===== src/rtl/gshare_predictor_p.sv =====
// gshare direction predictor: PC^GHR-indexed 2-bit PHT with speculative GHR repair, sweep init; 1-cycle IF->ID prediction, no backpressure (stall_d/flush_d only).
// Optional BP_PERF_CNT_EN adds branch/mispredict performance counters.
module gshare_predictor_p #(
  parameter int         IDX_W    = 10,
  parameter int         GHR_W    = 8,
  parameter logic [1:0] INIT_CTR = 2'b10
) (
  input  logic             clk,
  input  logic             rst_n,
  input  logic             stall_d,
  input  logic             flush_d,
  input  logic [31:0]      pc_f,
  input  logic             branch_d,
  output logic             pred_take_d,
  output logic [IDX_W-1:0] pred_idx_d,
  output logic [GHR_W-1:0] pred_ghr_d,
  input  logic             upd_valid,
  input  logic [IDX_W-1:0] upd_idx,
  input  logic [GHR_W-1:0] upd_ghr,
  input  logic             upd_taken,
  input  logic             upd_mispred,
  output logic             ready
`ifdef BP_PERF_CNT_EN
  ,
  output logic [31:0]      perf_branches,
  output logic [31:0]      perf_mispred
`endif
);

  typedef enum logic {INIT, RUN} state_t;

  state_t           state;
  logic [IDX_W-1:0] sweepCnt;
  logic [GHR_W-1:0] specGhr;
  logic             takeD;
  logic [1:0]       pht [0:(1<<IDX_W)-1];

  logic [IDX_W-1:0] idxF;
  logic             takeF;
  logic             wrEn;
  logic [IDX_W-1:0] wrIdx;
  logic [1:0]       wrDat;
  logic [1:0]       curCtr;
  logic             unusedPcBits;

  assign unusedPcBits = ^{pc_f[31:IDX_W+2], pc_f[1:0]};

  function automatic logic [GHR_W-1:0] shiftIn(input logic [GHR_W-1:0] h, input logic b);
    return GHR_W'({h, b});
  endfunction

  assign ready       = (state == RUN);
  assign idxF        = pc_f[IDX_W+1:2] ^ IDX_W'(specGhr);
  assign takeF       = ready ? pht[idxF][1] : 1'b0;
  assign pred_take_d = branch_d & takeD;
  assign curCtr      = pht[upd_idx];

  // Single write port shared by the init sweep and EX-stage training.
  always_comb begin
    wrEn  = 1'b0;
    wrIdx = upd_idx;
    wrDat = curCtr;
    if (rst_n) begin
      if (state == INIT) begin
        wrEn  = 1'b1;
        wrIdx = sweepCnt;
        wrDat = INIT_CTR;
      end else if (upd_valid) begin
        wrEn = 1'b1;
        if (upd_taken)
          wrDat = (curCtr == 2'b11) ? 2'b11 : curCtr + 2'd1;
        else
          wrDat = (curCtr == 2'b00) ? 2'b00 : curCtr - 2'd1;
      end
    end
  end

  always_ff @(posedge clk) begin
    if (wrEn)
      pht[wrIdx] <= wrDat;
  end

  always_ff @(posedge clk) begin
    if (!rst_n) begin
      state    <= INIT;
      sweepCnt <= '0;
    end else if (state == INIT) begin
      sweepCnt <= sweepCnt + IDX_W'(1);
      if (sweepCnt == '1)
        state <= RUN;
    end
  end

  // Mispredict repair takes priority over a same-cycle ID-stage shift.
  always_ff @(posedge clk) begin
    if (!rst_n) begin
      specGhr <= '0;
    end else if (state == RUN) begin
      if (upd_valid && upd_mispred)
        specGhr <= shiftIn(upd_ghr, upd_taken);
      else if (branch_d && !stall_d && !flush_d)
        specGhr <= shiftIn(specGhr, pred_take_d);
    end
  end

  always_ff @(posedge clk) begin
    if (!rst_n || flush_d) begin
      takeD      <= 1'b0;
      pred_idx_d <= '0;
      pred_ghr_d <= '0;
    end else if (!stall_d) begin
      takeD      <= takeF;
      pred_idx_d <= idxF;
      pred_ghr_d <= specGhr;
    end
  end

`ifdef BP_PERF_CNT_EN
  always_ff @(posedge clk) begin
    if (!rst_n) begin
      perf_branches <= '0;
      perf_mispred  <= '0;
    end else if (state == RUN && upd_valid) begin
      perf_branches <= perf_branches + 32'd1;
      if (upd_mispred)
        perf_mispred <= perf_mispred + 32'd1;
    end
  end
`endif

endmodule


===== config.mk =====
export PLATFORM = sky130hd
export DESIGN_NAME = gshare_predictor_p
export DESIGN_NICKNAME = d
export VERILOG_FILES = /design/src/rtl/gshare_predictor_p.sv
export SDC_FILE = /design/constraint.sdc
export NUM_CORES = 2
export LEC_CHECK = 0
export CAP_MARGIN = 10
export CORE_UTILIZATION = 45
export CTS_CLUSTER_SIZE = 20
export DETAILED_ROUTE_END_ITERATION = 10
export MAX_ROUTING_LAYER = met4
export PLACE_DENSITY = 0.64
export SKIP_LAST_GASP = 1
export SLEW_MARGIN = 30
export SYNTH_ARGS = -nofsm -noshare
export SYNTH_HDL_FRONTEND = slang
export SYNTH_SLANG_ARGS = --single-unit
export TNS_END_PERCENT = 30

===== constraint.sdc =====
create_clock -name clk -period 44.7 [get_ports clk]
set_input_delay 6.705 -clock clk [delete_from_list [all_inputs] [get_ports clk]]
set_output_delay 6.705 -clock clk [all_outputs]
set_load 0.01 [all_outputs]

# Word level (Yosys, flattened, before mapping)
# Memories as Yosys holds them, arrays and structs flattened.
# Index checks and enable logic that the tools add are counted.
dict set report word_totals {
  elab_cells 42
  reg_bits 38
  n_memories 1
  out_inout_bits 20
  ram_bits 2048
  inputBits 58
}
# name words width rd rd_clocked_by_memory_dff write_ports line
set mem_list {}
lappend mem_list {pht 1024 2 2 0 1 36} ;# logic [1:0] pht [0:(1<<IDX_W)-1];
dict set report op_classes {
  n_eq_ne 2
  n_bitwise 2
  n_addsub 3
  muxes 18
  n_reduce_logical 10
}
# op n
set op_table {}
lappend op_table {{10-bit 2-to-1 mux} 2}
lappend op_table {{8-bit 2-to-1 mux} 2}
lappend op_table {{2-bit 2-to-1 mux} 6}
lappend op_table {{10-bit by 1-bit adder with 10-bit output (second input constant)} 1}
lappend op_table {{10-bit == test (second input constant)} 1}
lappend op_table {{10-bit by 8-bit XOR with 10-bit output} 1}
lappend op_table {{1-bit 2-to-1 mux} 8}
lappend op_table {{1-bit logical AND} 3}
lappend op_table {{1-bit logical NOT} 3}
lappend op_table {{2-bit by 1-bit adder with 2-bit output (second input constant)} 1}
lappend op_table {{2-bit == test (second input constant)} 1}
lappend op_table {{2-bit logical NOT} 1}
lappend op_table {{2-bit AND reduction} 1}
lappend op_table {{2-bit nonzero test} 1}
lappend op_table {{2-bit by 1-bit subtractor with 2-bit output (second input constant)} 1}
lappend op_table {{1-bit bitwise AND} 1}
lappend op_table {{1-bit logical OR} 1}

# Depth between registers and ports, before layout
# An unclocked memory read counts as a cell.
dict set report depth {
  word_depth 7
  mapped_depth 16
  ltp_nobuf 10
}

# Least setup slack after synthesis
# Ideal clock, no wire load.
dict set report synth_timing {
  kind {in2reg}
  startpoint {input upd_idx[1]}
  endpoint {memory pht[0][1], data pin}
  t_arrival_ps 33693
  path_stages 15
  n_path_buf 5
  slack_ps 5803
  setup_ps 5204
  t_required_ps 39496
  cell_sequence {buf_4 > buf_4 > nand2_1 > buf_2 > buf_2 > buf_1 > o221ai_1 > o22ai_1 > nor4_1 > nand4b_1 > o41ai_1 > o31ai_1 > o311ai_1 > a21oi_1 > o21ai_1}
}
dict set report synth_via {
  elab_chain_cells 7
  elab_cells_between_ends 11
  cone_classes {2 x add/sub; 1 x eq/ne; 6 x mux; 1 x reduce/logical; 1 x memory}
}
# element line
set synth_lines {}
lappend synth_lines {{from (decl)} 18} ;# input logic [IDX_W-1:0] upd_idx,
lappend synth_lines {{memory read 1024 x 2 bit *} --}
lappend synth_lines {{2-bit by 1-bit subtractor with 2-bit output, or another cell as far along} 73} ;# wrDat = (curCtr == 2'b00) ? 2'b00 : curCtr - 2'd1;
lappend synth_lines {{2-bit 2-to-1 mux (on tied branches)} {73, 71}}
lappend synth_lines {{2-bit 2-to-1 mux} 70} ;# if (upd_taken)
lappend synth_lines {{2-bit 2-to-1 mux} 68} ;# end else if (upd_valid) begin
lappend synth_lines {{2-bit 2-to-1 mux} 64} ;# if (state == INIT) begin
lappend synth_lines {{2-bit 2-to-1 mux *} 63} ;# if (rst_n) begin
lappend synth_lines {{via wrDat[1]} 42} ;# logic [1:0] wrDat;
lappend synth_lines {{to (decl)} 36}
# Mark *: on every way through the listed nets, which the timed path passes. The rest lies on a longest branch.

# Final worst setup path
dict set report layout_timing {
  startpoint {input upd_idx[0]}
  endpoint {memory pht[303][0], data pin}
}
# Same word-level chain as after synthesis.

==> results by group <==
Status
  • Status: finished clean

Clock tree
  • # resized after CTS: 0
  • CTS tree: built
  • Max Buffers Root-to-Sink: 3
  • Clk sinks: 2086
  • Hold Buf Count CTS: 0
  • Reg clk slew, reported paths: 0.06 ns
  • Cts bufs inserted: 210
  • Setup Buffers After CTS: 0
  • Clock Latency Late Sink: 0.88 ns
  • Root Driver: clkbuf_16
  • H-tree levels: 4

Yosys
  • Seq/Total Area, Yosys: 0.6586
  • Post-synth EDFFs: 2048
  • Synth Cell Area: 94530 µm²
  • Avg Cell Area, Syn: 15.71 µm²
  • Synth cell count leaders: edfxtp_1, nor2_1, mux4_2
  • Mapped Nets: 6075
  • Asr flop ratio synth: 0
  • Post-synth top area cell: edfxtp_1
  • Synth Flop Type: edfxtp_1
  • Largest cells by area after synthesis: edfxtp_1, mux4_2, mux2i_1
  • Share of the synthesized area in the top cell type: 0.6506
  • Synthesized flop and latch total: 2086
  • Ys Warns: 0
  • Cell variety after synth: 84
  • Mapped Cells: 6016
  • Most frequent cell after synthesis: edfxtp_1

Global routing
  • Largest net degree at the start of global routing: 260
  • Initial antenna violation count: 20
  • GRT Util Overall: 0.2916
  • Global-route wire length before repair: 425.8 mm
  • Grt total ovfl: 0
  • Number of global-route vias before repair: 58000

Timing
  • Setup_tns: 0 ns
  • Final Hold Fails: 0
  • Worst Skew: 0.06727 ns
  • Final Max Tran Viols: 0
  • Min Tclk post-route: 14.80 ns
  • FMAX: 67.57 MHz
  • Final setup vio count: 0
  • Period utilisation layout: 0.3311
  • Tightest Pin Transition: 1.153 ns
  • RSZ-0062 raised after global routing: no
  • WHS: 0.4933 ns
  • Max-slew headroom: 0.2268

Setup path
  • Crit Path Class: in2reg
  • CP max stage delay: 0.75 ns
  • Crit path max fanout: 115
  • Slowest-stage cell, CP: buf_4
  • CP dominant cell by count: buf_4
  • Worst path arrival time: 15.34 ns
  • Top delay family on crit path: buffers and inverters
  • Critical Path Sink Type: register
  • Worst setup SP type: input pin
  • Crit path buffers/inverters: 8
  • CP Cell Sequence: buf_8 > buf_12 > buf_4 > buf_4 > buf_4 > mux4_2 > mux4_2 > nor2_1 > nor4_1 > nand4b_1 > o41ai_1 > o31ai_1 > o311ai_1 > nor3b_1 > a211o_4 > buf_12 > buf_4 > buf_4
  • Critical Path RT: 45.24 ns

Place
  • Hpwl dp: 174.7 mm
  • Routability cong.: 0.8976
  • # port buffers: 54

Floorplanning
  • Chip Height: 460.3 µm
  • Core area: 207900 µm²
  • Site Rows: 167
  • Area of the die: 211900 µm²
  • IO Count: 78
  • Starting density of the core: 0.4547
  • Die width: 460.3 µm

Detailed routing
  • Drt pass-1 iters: 6
  • Drt total wl: 301.6 mm
  • Vias/cell: 6.693
  • DRC Markers: 0
  • Routed len/inst: 33.87 µm
  • Drt first-iter violations: 9516
  • Routed via count: 59600
  • Final antenna-violating net count: 0

Power
  • Peak VDD IR: 43.95 µV
  • Leak: 0.03240 µW
  • PwrDens: 41.62 nW/µm²

Finish
  • Fill cells: 17200
  • Area of the multi-input gates: 29820 µm²
  • FF+latch area: 62260 µm²
  • Fraction of layout cells with a size suffix above 1: 0.1908
  • Final nets: 5986
  • Layout area overhead: 10.60%

Run
  • Maximum capacitance violations: 0

Hold path
  • Hold Crit Class: reg2reg
[metal layers]
layer,part of all wire,global-route usage,routed length (µm)
met1,0.37,0.3916,112300
met2,0.47,0.4415,140500
met3,0.12,0.05241,35830
met4,0.043,0.1158,12950
met5,0,-,0
[path summary, 6_finish.rpt]
kind / startpoint / slack, ns / to / cells past startpoint
max: upd_idx[0] / 29.90 / pht[303][0]$_DFFE_PP_ / 18
min: pred_ghr_d[5]$_SDFFE_PP0N_ / 0.49 / pred_ghr_d[5]$_SDFFE_PP0N_ / 2
max reg2reg: specGhr[0]$_SDFFE_PN0P_ / 38.18 / takeD$_SDFFE_PP0N_ / 14
min reg2reg: pred_ghr_d[5]$_SDFFE_PP0N_ / 0.49 / pred_ghr_d[5]$_SDFFE_PP0N_ / 2
[flip-flops by register name, indices dropped and copies added, names as in the netlist]
name	count
sweepCnt	10
takeD	1
ready	1
specGhr	8
pred_ghr_d	8
pht	2048
pred_idx_d	10
[area by class of cell]
class,instances,share of cell area
tap,2788,0.03336
antenna,9,0.0002154
clock inverter,134,0.01306
multi-input combinational,3399,0.2852
timing repair buffer,220,0.01945
sequential,2086,0.5955
inverter,10,0.0003710
clock buffer,258,0.05287
[where the power goes]
group          total [µW]  internal [µW]  switching, µW  leakage [µW]
logic                 357           99.7            257        0.0103
clock network        1780           1010            776       0.00338
registers            2210           2210          0.925        0.0187
[worst reg2reg max path, cell delays in order, from the launching register on]
cell	delay, ns
dfxtp_1	0.51
xor2_4	0.17
buf_6	0.58
buf_4	0.65
buf_4	0.76
buf_4	0.90
mux2i_1	0.20
a221oi_1	0.51
o21ai_0	0.14
nand3_1	0.11
nand3_1	0.25
o21ai_0	0.96
o22ai_1	0.20
a311oi_1	0.33
o2bb2ai_1	0.16
[through the flow]
stage / setup WS (ns) / std cells / area [µm²] / total power (µW) / util
2_1_floorplan: 5.803 / 6016 / 94530 / 2591 / -
3_3_place_gp: 28.75 / 8501 / 97460 / 2596 / 0.4688
3_5_place_dp: 28.58 / 8501 / 97550 / 2602 / 0.4692
4_1_cts: 29.46 / 8893 / 104400 / 4351 / 0.5024
5_1_grt: 29.34 / 8901 / 104500 / 4447 / 0.5029
6_report: 29.90 / 8904 / 104600 / 4351 / 0.5029
[logic make-up (layout without fill, tap and decap cells)]
logic type | count (synthesis) | after routing | share of synthesized area
AOI/OAI and AO/OA | 743 | 743 | 0.05629
xor gates and xnor gates | 22 | 22 | 0.002118
adders and majority gates | 1 | 1 | 0.0001323
buffers and inverters | 531 | 622 | 0.02982
DFF | 2086 | 2086 | 0.6586
muxes | 1035 | 1035 | 0.1837
other | 0 | 9 | 0
and+or+nand+nor | 1598 | 1598 | 0.06936
[placed cells by master, fill, tap and decap left out, types with 109 or more instances in the layout]
master,count
clkbuf_16,212
buf_4,144
mux2i_1,440
nand2_1,154
o21ai_0,109
a22oi_1,117
mux4_2,549
a221oi_1,131
nor2_1,1128
edfxtp_1,2048
No activity file was read; power rests on OpenSTA's default activity.
